$ cat src/rtl/fixed_integer_vector_packer.sv
// Serial-to-parallel repacker: gathers LENGTH serial elements into a vector, then replays it
// as LENGTH/MULTS beats of MULTS lanes. Two ping-pong banks let one vector fill while the other drains.
module fixed_integer_vector_packer #(
  parameter int unsigned BITS   = 16,
  parameter int unsigned LENGTH = 10,
  parameter int unsigned MULTS  = 2
) (
  input  logic            clk,
  input  logic            rst,
  input  logic            in_valid,
  input  logic [BITS-1:0] in_data,
  input  logic            out_ready,
  output logic            out_valid,
  output logic [BITS-1:0] out_data [MULTS],
  output logic            busy,
  output logic            overflow
);

  localparam int unsigned Beats = LENGTH / MULTS;
  localparam int unsigned IdxW  = (LENGTH > 1) ? $clog2(LENGTH) : 1;
  localparam int unsigned BeatW = (Beats > 1) ? $clog2(Beats) : 1;
  localparam logic [IdxW-1:0]  LastIdx  = IdxW'(LENGTH - 1);
  localparam logic [BeatW-1:0] LastBeat = BeatW'(Beats - 1);

  if ((LENGTH % MULTS) != 0) begin : g_bad_mults
    $error("LENGTH must be a multiple of MULTS");
  end

  typedef enum logic [0:0] {StIdle, StEmit} state_e;

  state_e           state_q, state_d;
  logic [1:0]       full_q, full_d;
  logic             wr_bank_q, wr_bank_d;
  logic             rd_bank_q, rd_bank_d;
  logic [IdxW-1:0]  wr_idx_q, wr_idx_d;
  logic [BeatW-1:0] beat_q, beat_d;
  logic             overflow_q, overflow_d;
  logic [BITS-1:0]  bank_q [2][LENGTH];

  logic emit, last_hs, wr_free, wr_en, wr_done, rd_other;

  function automatic logic [IdxW-1:0] lane_idx(input logic [BeatW-1:0] b, input int unsigned m);
    return IdxW'(32'(b) * MULTS + m);
  endfunction

  // Write side: a bank being released by the last-beat handshake may be refilled on the same edge.
  always_comb begin
    emit       = (state_q == StEmit);
    last_hs    = emit && out_ready && (beat_q == LastBeat);
    wr_free    = !full_q[wr_bank_q] || (last_hs && (rd_bank_q == wr_bank_q));
    wr_en      = in_valid && wr_free;
    wr_done    = wr_en && (wr_idx_q == LastIdx);
    wr_bank_d  = wr_bank_q;
    wr_idx_d   = wr_idx_q;
    overflow_d = overflow_q | (in_valid & ~wr_free);
    if (wr_en) begin
      if (wr_done) begin
        wr_bank_d = ~wr_bank_q;
        wr_idx_d  = '0;
      end else begin
        wr_idx_d = wr_idx_q + 1'b1;
      end
    end
  end

  // Read FSM; full_d already includes a vector completing on this edge (bypass into EMIT).
  always_comb begin
    full_d    = full_q;
    state_d   = state_q;
    rd_bank_d = rd_bank_q;
    beat_d    = beat_q;
    rd_other  = ~rd_bank_q;
    if (last_hs) full_d[rd_bank_q] = 1'b0;
    if (wr_done) full_d[wr_bank_q] = 1'b1;
    unique case (state_q)
      StIdle: begin
        if (full_d[rd_bank_q]) begin
          state_d = StEmit;
          beat_d  = '0;
        end
      end
      StEmit: begin
        if (out_ready) begin
          if (beat_q == LastBeat) begin
            rd_bank_d = rd_other;
            beat_d    = '0;
            if (!full_d[rd_other]) state_d = StIdle;
          end else begin
            beat_d = beat_q + 1'b1;
          end
        end
      end
      default: state_d = StIdle;
    endcase
  end

  always_comb begin
    out_valid = emit;
    for (int unsigned m = 0; m < MULTS; m++) begin
      out_data[m] = '0;
      if (emit) out_data[m] = bank_q[rd_bank_q][lane_idx(beat_q, m)];
    end
    busy     = (|full_q) | (wr_idx_q != '0);
    overflow = overflow_q;
  end

  always_ff @(posedge clk or posedge rst) begin
    if (rst) begin
      state_q    <= StIdle;
      full_q     <= '0;
      wr_bank_q  <= 1'b0;
      rd_bank_q  <= 1'b0;
      wr_idx_q   <= '0;
      beat_q     <= '0;
      overflow_q <= 1'b0;
    end else begin
      state_q    <= state_d;
      full_q     <= full_d;
      wr_bank_q  <= wr_bank_d;
      rd_bank_q  <= rd_bank_d;
      wr_idx_q   <= wr_idx_d;
      beat_q     <= beat_d;
      overflow_q <= overflow_d;
    end
  end

  // Bank storage carries no reset; stale contents are never exposed because full gates the reads.
  always_ff @(posedge clk) begin
    if (wr_en) bank_q[wr_bank_q][wr_idx_q] <= in_data;
  end

endmodule

$ cat config.mk
export PLATFORM = sky130hd
export DESIGN_NAME = fixed_integer_vector_packer
export DESIGN_NICKNAME = d
export VERILOG_FILES = /design/src/rtl/fixed_integer_vector_packer.sv
export SDC_FILE = /design/constraint.sdc
export NUM_CORES = 1
export LEC_CHECK = 0
export BUFFER_PORTS_ARGS = -buffer_cell sky130_fd_sc_hd__buf_2
export CORE_ASPECT_RATIO = 1.1
export CORE_UTILIZATION = 50
export CTS_CLUSTER_DIAMETER = 100
export DETAILED_ROUTE_END_ITERATION = 6
export PLACE_DENSITY = 0.64
export SYNTH_ARGS = -nofsm -noshare
export SYNTH_HDL_FRONTEND = slang
export SYNTH_SLANG_ARGS = --single-unit
$ cat constraint.sdc
create_clock -name clk -period 4.5 [get_ports clk]
set_clock_uncertainty 0.1 [all_clocks]
set_input_delay 0.9 -clock clk [delete_from_list [all_inputs] [get_ports clk]]
set_output_delay 0.9 -clock clk [all_outputs]
set_load 0.02 [all_outputs]
After elaboration in Yosys (flattened, before gate mapping)
Memories as Yosys holds them, arrays and structs flattened.
Index checks and enable logic that the tools add are counted.
{"block": "word_totals", "register_bits": 13, "ramBits": 320, "input_bits": 20, "out_inout_bits": 35, "elab_cells": 87, "mem_count": 1}
{"name": "bank_q", "words": 2, "word_bits": 160, "rd": 1, "rd_clocked_by_memory_dff": 0, "write_ports": 1, "line": "38", "source": "logic [BITS-1:0] bank_q [2][LENGTH];"}
{"block": "op_classes", "addsub": 3, "n_lt_le_gt_ge": 9, "eq_ne": 5, "mux": 34, "n_bitwise": 13, "reduce_logical": 15}
{"op": "two-way mux 160 bit", "count": 1}
{"op": "binary-select mux 16 bit (select 4 bit)", "count": 2}
{"op": "two-way mux 16 bit", "count": 7}
{"op": "demux 16 bit (select 4 bit)", "count": 1}
{"op": ">= comparator 5 bit, second input constant", "count": 3}
{"op": "inverter 4 -> 5 bit", "count": 3}
{"op": "two-way mux 1 bit", "count": 13}
{"op": "two-way mux 3 bit", "count": 3}
{"op": "adder 4 x 1 -> 4 bit, second input constant", "count": 2}
{"op": "logical AND 1 bit", "count": 8}
{"op": "< comparator 1 x 2 -> 1 bit, second input constant", "count": 3}
{"op": "one-hot mux 3 bit (2 select lines)", "count": 1}
{"op": "< comparator 5 x 1 -> 1 bit, second input constant", "count": 1}
{"op": "== test 4 bit, second input constant", "count": 1}
{"op": "two-way mux 2 bit", "count": 2}
{"op": "two-way mux 4 bit", "count": 1}
{"op": "!= test 2 bit, second input constant", "count": 2}
{"op": "inverter 1 bit", "count": 4}
{"op": "AND reduction 2 bit", "count": 2}
{"op": "nonzero test 4 bit", "count": 1}
{"op": "adder 3 x 1 -> 3 bit, second input constant", "count": 1}
{"op": "== test 3 bit, second input constant", "count": 1}
{"op": "AND reduction 3 bit", "count": 1}
{"op": "AND 2 bit", "count": 1}
{"op": "11 further kinds", "count": 14}

Longest topological paths before layout
Gate-level depths: netlist (run 1).
{"block": "logic_depth", "ltp_word": 15, "depth_mapped": 8, "mapped_depth_nobuf": 6}

Worst setup path after synthesis (run 1)
OpenSTA, ideal clock, no wires.
{"block": "synth_timing", "path_kind": "input-to-reg", "startpoint": "input port out_ready", "endpoint": "memory bank_q[0][16] (netlist name), enable pin", "setup_time_ns": 0.413, "t_arrival_ns": 2.879, "t_required_ns": 3.987, "setup_slack_ns": 1.108, "cell_stages": 4, "n_path_buf": 0, "path_cell_list": "nand4_2 o221ai_4 nand3_1 nor3b_1"}
{"block": "synth_via", "elab_chain_len": 7}
{"element": "from (decl)", "line": "12", "source": "input logic out_ready,"}
{"element": "logical AND 1 bit (2 in a row)", "line": "49", "source": "last_hs = emit && out_ready && (beat_q == LastBeat);"}
{"element": "logical AND 1 bit", "line": "50", "source": "wr_free = !full_q[wr_bank_q] || (last_hs && (rd_bank_q == wr_bank_q));"}
{"element": "logical OR 1 bit", "line": "50"}
{"element": "logical AND 1 bit", "line": "51", "source": "wr_en = in_valid && wr_free;"}
{"element": "two-way mux 1 bit", "line": "129", "source": "if (wr_en) bank_q[wr_bank_q][wr_idx_q] <= in_data;"}
{"element": "two-way mux 160 bit (implied by the code)", "line": "129"}
{"element": "to (decl)", "line": "38"}
Every way passes these cells.

==> results.yml, run 1 <==
setup_path:
  worst_setup_path_end_kind: "primary output"
  startpoint_type: "register"
  crit_required_ns: 3.50
  cp.arrival_ns: 2.91
  crit_fanout: 48
  path_class: "register to primary output"
logic_synthesis:
  seq_area_frac_synth_pct: 76.3
  ys_ff_latch: 333
  synth_top_family_by_area: "multiplexers"
  synth_edf_count: 320
  async_flop_share_pct: 3.90
  synth_fa_ha_area_share_pct: 0.577
  synth_area_leaders: "edfxtp_1 (74%), mux4_2 (11%), mux2_2 (3.0%)"
  synthMostInstantiatedCell: "edfxtp_1"
  synth_nets: 683
  synth_top_area_share_pct: 73.8
  synth_cell_types: 42
  muxShareOfSynthArea_pct: 14.3
  synthesis.area_sq_um: 13000
  synth-compound-area-share_pct: 2.85
  syn_inst: 657
  synth_top_area_cell: "edfxtp_1"
  synthTopCellsByCount: "edfxtp_1 (320), nand2_1 (69), mux4_2 (64), mux2_2 (35), a22oi_1 (32)"
  yosys.area_share.simple_pct: 4.10
  synthXorXnorAreaFrac_pct: 0.202
  synth_flop_cell: "edfxtp_1"
  yosysWarnings: 0
  postSynthAreaPerCell_sq_um: 19.8
floorplan:
  io_pins: 55
  dieArea_sq_um: 26700
  die_w_um: 156
  coreArea_sq_um: 25400
  rows: 61
  dieHeight_um: 171
  initial_core_util_pct: 51.2
timing:
  rsz0062_at_grt: "false"
  worstMarginPinSlew_ns: 1.03
  worst_slack_ns: 0.595
  fin_crit_sh_pct: 86.8
  finalCriticalPeriod_ns: 3.91
  setup_viol: 0
  max_slew_margin_pct: 31.2
  fmax_ghz: 0.256
  hold_viol: 0
  tns_ns: 0
  fin_hold_ws_ns: 0.318
  drv_slew: 0
placement:
  place_inst: 1052
  pre_cts_slack_ns: 1.07
  gp_congestion: 0.772
  place_area_sq_um: 13900
  dp_hpwl_um: 15800
  port_buffers: 54
route:
  vias_per_cell: 5.85
  met1_length_um: 12000
  drt_pass1_iterations: 5
  postRouteAntennaNets: 0
  wire_per_inst_um: 25.5
  vias: 6475
  drc: 0
  wl_met2_um: 14000
  wl_um: 28200
  routed.top_layer: "met4"
  first_iter_violations: 605
  wl_met3_um: 1540
power:
  leakagePower_nw: 4.97
  power.density_nw_per_um2: 607
  vdd_ir_drop_max_mv: 0.398
  p_total_mw: 9.04
cts:
  cts_sinks: 333
  htree_levels: 2
  cts_buffers: 34
  clockRootBuffer: "clkbuf_16"
  path_clk_slew_ns: 0.06
  cts_max_path_buffers: 3
  postCtsSetupBuffers: 0
  cts_resized: 0
  clock_latency_ns: 0.51
  cts_hold_buf: 0
  cts_tree: "built"
layout:
  finalInstanceArea_sq_um: 14900
  syn_to_final_growth_pct: 14.4
  antenna_cells: 0
  final_nets: 768
  final_util_pct: 58.6
  instances_no_fill: 1107
  drive_above_1_share_pct: 33.9
global_route:
  antenna_found_initial: 0
  grt_max_degree: 66
  grt_pass1_wl_um: 42400
  grt_pass1_vias: 6762
  track_usage_pct: 22.3
  overflow: 0
flow_run:
  cap_violations: 0
hold_path:
  hold_path.class: "input port to asynchronous set/reset pin"
run_status:
  outcome: "finished, final reports clean"
## power by group
part / internal, mW / leakage, nW / switching (mW)
Clock: 1.53 / 0.494 / 1.09
Sequential: 3.61 / 3.03 / 0.234
Combinational: 1.11 / 1.44 / 1.46
Total: 6.26 / 4.97 / 2.78
## worst max-delay path, stage by stage (launching register included)
cell     delay, ns
dfrtp_4       0.95
buf_4         0.42
mux4_2        0.54
a22oi_1       0.21
nand2_1       0.08
buf_2         0.16
## flip-flops by register name, summed over array words and instances, names as in the netlist
name,flops
bank_q,320
beat_q,3
full_q,2
out_valid,1
overflow,1
rd_bank_q,1
wr_bank_q,1
wr_idx_q,4
## final cells by class
| cell class | count | area, sq um |
|---|---|---|
| fillers | 1868 | 10500 |
| well taps | 346 | 433 |
| clock inverters | 12 | 115 |
| repair buffers | 84 | 508 |
| multi-input cells | 279 | 2950 |
| inverters | 10 | 37.5 |
| flip-flops and latches | 333 | 9940 |
| clock buffers | 43 | 906 |
## cells in the final DEF (no fill, tap or decap), drive strengths merged, types with 2 or more instances in the layout
cell,synthesis,routed
dfrtp,13,13
a31oi,2,2
xnor2,2,2
nor2,19,19
clkinvlp,0,2
nand2b,2,2
mux4,64,64
a22oi,32,32
nor3,5,5
nand4b,2,2
buf,22,84
clkbuf,13,43
ha,6,6
edfxtp,320,320
nand3,10,10
mux2,35,35
nand2,70,70
bufinv,0,2
o22ai,2,2
o21ai,4,4
a21oi,2,2
o21bai,2,2
inv,10,11
o221ai,2,2
mux2i,3,3
nor3b,3,3
clkinv,0,7
## per-layer routing
layer  up-vias  global-route usage, %
li1       2815                      -
met1      3387                   30.6
met2       218                   36.9
met3        55                   3.70
met4         0                   6.91
met5         -                      0
## cells by family (layout without fill, tap and decap cells)
logic type,Yosys count,in the layout
fa+ha+maj,6,6
compound gates,49,49
xor+xnor,3,3
mux,102,102
simple gates,119,119
flops,333,333
buf+inv,45,149
## worst paths after layout
check	end	slack (ns)	depth (start not counted)	from
worst max-delay path	out_data[13]	0.59	5	rd_bank_q$_DFFE_PP0P_
worst min-delay path	beat_q[1]$_DFFE_PP0P_	0.32	2	rst
worst max register to register	bank_q[1][60]$_DFFE_PP_	1.24	5	rd_bank_q$_DFFE_PP0P_
worst min register to register	overflow$_DFF_PP0_	0.38	1	overflow$_DFF_PP0_
max in group asynchronous	rd_bank_q$_DFFE_PP0P_	3.59	2	rst
min in group clk	overflow$_DFF_PP0_	0.38	1	overflow$_DFF_PP0_
No activity file was read; power rests on OpenSTA's default activity.
==> run 2, diff against run 1 <==
ABC_AREA = 0   (was not set)
PLACE_DENSITY = 0.75   (was 0.64)
==> results.yml, run 2 (synthesis gave the netlist of run 1 again) <==
layout:
  final_util_pct: 58.9
  seqCellArea_sq_um: 9940
  final_nets: 768
  syn_to_final_growth_pct: 15.0
  final_common_cell: "edfxtp_1"
  drive_above_1_share_pct: 34.5
  antenna_cells: 0
  reg.largest.list: "bank_q (320), wr_idx_q (4), beat_q (3)"
  multiInputGateArea_sq_um: 2940
  final_cell_mix: "edfxtp_1 (320), nand2_1 (69), mux4_2 (64)"
  fillers: 1761
  largest_reg_flops: 320
  top_register: "bank_q"
  finalInstanceArea_sq_um: 15000
setup_path:
  worst_setup_path_end_kind: "primary output"
  max_stage_delay_ns: 0.96
  cpMaxStageDelayCell: "dfrtp_4"
  path_buf_inv: 2
  path_class: "register to primary output"
  worst-r2r-cell-count: 7
  crit_required_ns: 3.50
  startpoint_type: "register"
  crit_fanout: 49
  crit_chain: "buf_12 -> mux4_2 -> a22oi_1 -> nand2_1 -> buf_2"
  cp.depth: 5
  cp.arrival_ns: 2.94
  cpLargestDelayFamily: "flip-flops"
power:
  power.density_nw_per_um2: 612
  intPower_mw: 6.38
  p_sw_mw: 2.78
  p_clk_share_pct: 30.0
  sw_frac_of_total_pct: 30.3
  p_comb_share_pct: 27.7
  power_frac_seq_pct: 42.3
  leakagePower_nw: 5.03
  p_total_mw: 9.15
  vdd_ir_drop_max_mv: 0.291
route:
  vias_per_cell: 5.93
  drt_pass1_iterations: 5
  first_iter_violations: 662
  postRouteAntennaNets: 0
  wl_met2_um: 14300
  vias: 6589
  wl_met3_um: 1950
  drc: 0
  wire_per_inst_um: 24.9
  met1_length_um: 10600
  wl_um: 27700
  routed.top_layer: "met5"
timing:
  worstMarginPinSlew_ns: 0.868
  tns_ns: 0
  drv_slew: 0
  hold_viol: 0
  fmax_ghz: 0.254
  max_slew_margin_pct: 42.1
  fin_crit_sh_pct: 87.6
  finalCriticalPeriod_ns: 3.94
  rsz0062_at_grt: "false"
  setup_viol: 0
placement:
  gp_congestion: 0.776
  port_buffers: 54
  place_area_sq_um: 13900
  dp_hpwl_um: 15600
floorplan:
  initial_core_util_pct: 51.2
  die_w_um: 156
  rows: 61
  io_pins: 55
  dieArea_sq_um: 26700
  coreArea_sq_um: 25400
  dieHeight_um: 171
cts:
  clock_latency_ns: 0.55
  cts_max_path_buffers: 3
  cts_tree: "built"
  clockRootBuffer: "clkbuf_16"
  cts_sinks: 333
  htree_levels: 1
  cts_buffers: 30
  path_clk_slew_ns: 0.07
  postCtsSetupBuffers: 0
  cts_hold_buf: 0
  cts_resized: 0
run_status:
  outcome: "finished, final reports clean"
global_route:
  overflow: 0
  track_usage_pct: 21.6
  grt_pass1_vias: 6931
  grt_pass1_wl_um: 41700
  grt_max_degree: 50
  antenna_found_initial: 2
flow_run:
  cap_violations: 0
hold_path:
  hold_path.class: "input port to asynchronous set/reset pin"
-- run 2: path summary, 6_finish.rpt --
path | end | from | slack, ns
max | out_data[15] | rd_bank_q$_DFFE_PP0P_ | 0.56
min | full_q[1]$_DFF_PP0_ | rst | 0.27
max reg2reg | bank_q[1][154]$_DFFE_PP_ | beat_q[0]$_DFFE_PP0P_ | 1.25
min reg2reg | overflow$_DFF_PP0_ | overflow$_DFF_PP0_ | 0.38
max in group asynchronous | rd_bank_q$_DFFE_PP0P_ | rst | 3.64
min in group clk | overflow$_DFF_PP0_ | overflow$_DFF_PP0_ | 0.38
-- run 2: final cells by class --
cell class | instances | area share [%]
clock buffers | 32 | 5.21
clock inverters | 24 | 2.01
inverters | 10 | 0.251
flip-flops and latches | 333 | 66.4
well taps | 346 | 2.89
repair buffers | 88 | 3.60
multi-input cells | 279 | 19.6
-- run 2: layer usage --
| layer | GRT usage, % | vias up |
|---|---|---|
| li1 | - | 2815 |
| met1 | 27.5 | 3440 |
| met2 | 37.9 | 269 |
| met3 | 3.05 | 63 |
| met4 | 7.84 | 2 |
| met5 | 0 | - |
-- run 2: power by group through the flow --
stage	sequential [mW]	combinational (mW)	clock, mW
final	3.88	2.54	2.74
after global routing	3.91	2.73	2.89
after CTS	3.88	2.56	2.78
after detailed placement	3.94	2.55	0
after global placement	3.92	2.49	0
after floorplan	3.74	1.95	0
-- run 2: per-stage QoR --
step | instances | hold WS, ns | setup slack [ns]
final | 1112 | 0.265 | 0.560
after global placement | 1056 | 0.356 | 1.12
after floorplan | 657 | 0.413 | 1.11
after detailed placement | 1056 | 0.372 | 1.09
after global routing | 1112 | 0.276 | 0.332
after CTS | 1112 | 0.260 | 0.509
==> run 3, diff against run 2 <==
SKIP_CTS_REPAIR_TIMING = 1   (was not set)
clock period = 4.4 ns   (was 4.5 ns; I/O delays follow)
==> results.yml, run 3 (synthesis gave the netlist of run 1 again) <==
power:
  power.density_nw_per_um2: 604
  p_sw_mw: 2.75
  leakagePower_nw: 4.92
  p_comb_share_pct: 29.8
  sw_frac_of_total_pct: 30.8
  p_total_mw: 8.92
  power_frac_seq_pct: 43.5
  p_clk_share_pct: 26.6
  vdd_ir_drop_max_mv: 0.315
  intPower_mw: 6.17
global_route:
  grt_pass1_wl_um: 39800
  grt_max_degree: 66
  use_met3_pct: 3.48
  grt_use_met2_pct: 36.3
  track_usage_pct: 20.6
  grt_busiest_layer: "met2"
  antenna_found_initial: 1
  overflow: 0
  grt_pass1_vias: 6710
  use_met1_pct: 25.1
floorplan:
  coreArea_sq_um: 25400
  dieHeight_um: 171
  rows: 61
  initial_core_util_pct: 51.2
  io_pins: 55
  dieArea_sq_um: 26700
  die_w_um: 156
route:
  first_iter_violations: 579
  vias_per_cell: 5.86
  postRouteAntennaNets: 0
  drt_pass1_iterations: 5
  wl_um: 26400
  vias: 6486
  wire_per_inst_um: 23.9
  drc: 0
layout:
  final_common_cell: "edfxtp_1"
  reg.largest.list: "bank_q (320), wr_idx_q (4), beat_q (3)"
  top_register: "bank_q"
  final_nets: 766
  syn_to_final_growth_pct: 13.5
  final_cell_mix: "edfxtp_1 (320), nand2_1 (69), mux4_2 (64)"
  largest_reg_flops: 320
  final_util_pct: 58.1
  fillers: 1811
  finalInstanceArea_sq_um: 14800
  drive_above_1_share_pct: 32.9
cts:
  htree_levels: 1
  cts_buffers: 30
  clock_latency_ns: 0.55
  clockRootBuffer: "clkbuf_16"
  cts_tree: "built"
  cts_sinks: 333
  path_clk_slew_ns: 0.06
  cts_max_path_buffers: 3
timing:
  drv_slew: 0
  worstMarginPinSlew_ns: 0.992
  hold_viol: 0
  tns_ns: 0
  rsz0062_at_grt: "false"
  fin_crit_sh_pct: 83.2
  fmax_ghz: 0.273
  max_slew_margin_pct: 33.9
  finalCriticalPeriod_ns: 3.66
  worst_slack_ns: 0.739
  setup_viol: 0
setup_path:
  cpMaxStageDelayCell: "buf_4"
  crit_fanout: 65
  cp.arrival_ns: 2.68
  worst-r2r-cell-count: 6
  worst_setup_path_end_kind: "primary output"
  crit_required_ns: 3.42
  cp.depth: 5
  cpLargestDelayFamily: "buffers and inverters"
  path_buf_inv: 2
  startpoint_type: "register"
  path_class: "register to primary output"
  crit_chain: "buf_4 -> mux4_2 -> a22oi_1 -> nand2_1 -> buf_2"
  max_stage_delay_ns: 0.73
placement:
  place_area_sq_um: 13900
  dp_hpwl_um: 15300
  pre_cts_slack_ns: 1.22
  gp_congestion: 0.779
  port_buffers: 54
hold_path:
  hold_path.class: "input port to asynchronous set/reset pin"
flow_run:
  cap_violations: 0
run_status:
  outcome: "finished, final reports clean"
## run 3: changes by cell type in the layout (fill, tap and decap cells not counted), moves of 2 or more
cell / before / now
bufinv_16: 7 / 1
clkbuf_1: 1 / 7
clkinv_2: 9 / 5
buf_4: 33 / 30
clkinv_1: 5 / 7
inv_6: 2 / 0
## run 3: path summary, 6_finish.rpt
path	from	end	slack, ns
max	beat_q[0]$_DFFE_PP0P_	out_data[20]	0.74
min	rst	wr_bank_q$_DFFE_PP0P_	0.27
max reg2reg	rd_bank_q$_DFFE_PP0P_	bank_q[1][156]$_DFFE_PP_	1.26
min reg2reg	overflow$_DFF_PP0_	overflow$_DFF_PP0_	0.38
max in group asynchronous	rst	rd_bank_q$_DFFE_PP0P_	3.51
min in group clk	overflow$_DFF_PP0_	overflow$_DFF_PP0_	0.38
## run 3: final cells by class
cell class | count | area [sq um] | area share, %
well taps | 346 | 433 | 2.93
clock buffers | 38 | 802 | 5.43
multi-input cells | 279 | 2940 | 19.9
inverters | 10 | 37.5 | 0.254
flip-flops and latches | 333 | 9940 | 67.3
clock inverters | 14 | 88.8 | 0.601
repair buffers | 86 | 536 | 3.62
diodes | 1 | 2.50 | 0.0169
## run 3: per-layer routing
layer  up-vias  wire length [um]
met5         -                 0
met1      3359              9910
li1       2802                 -
met3        70              1760
met4         0               976
met2       255             13800
## run 3: power groups by stage
stage	Combinational, mW	Sequential [mW]	Clock, mW
2_1_floorplan	2.00	3.83	0
3_3_place_gp	2.63	3.93	0
3_5_place_dp	2.68	3.95	0
4_1_cts	2.69	3.88	2.41
5_1_grt	2.86	3.91	2.52
6_report	2.66	3.88	2.38
## run 3: stage by stage
stage	std cells	hold slack, ns
2_1_floorplan	657	0.413
3_3_place_gp	1054	0.377
3_5_place_dp	1054	0.372
4_1_cts	1106	0.280
5_1_grt	1107	0.315
6_report	1107	0.268
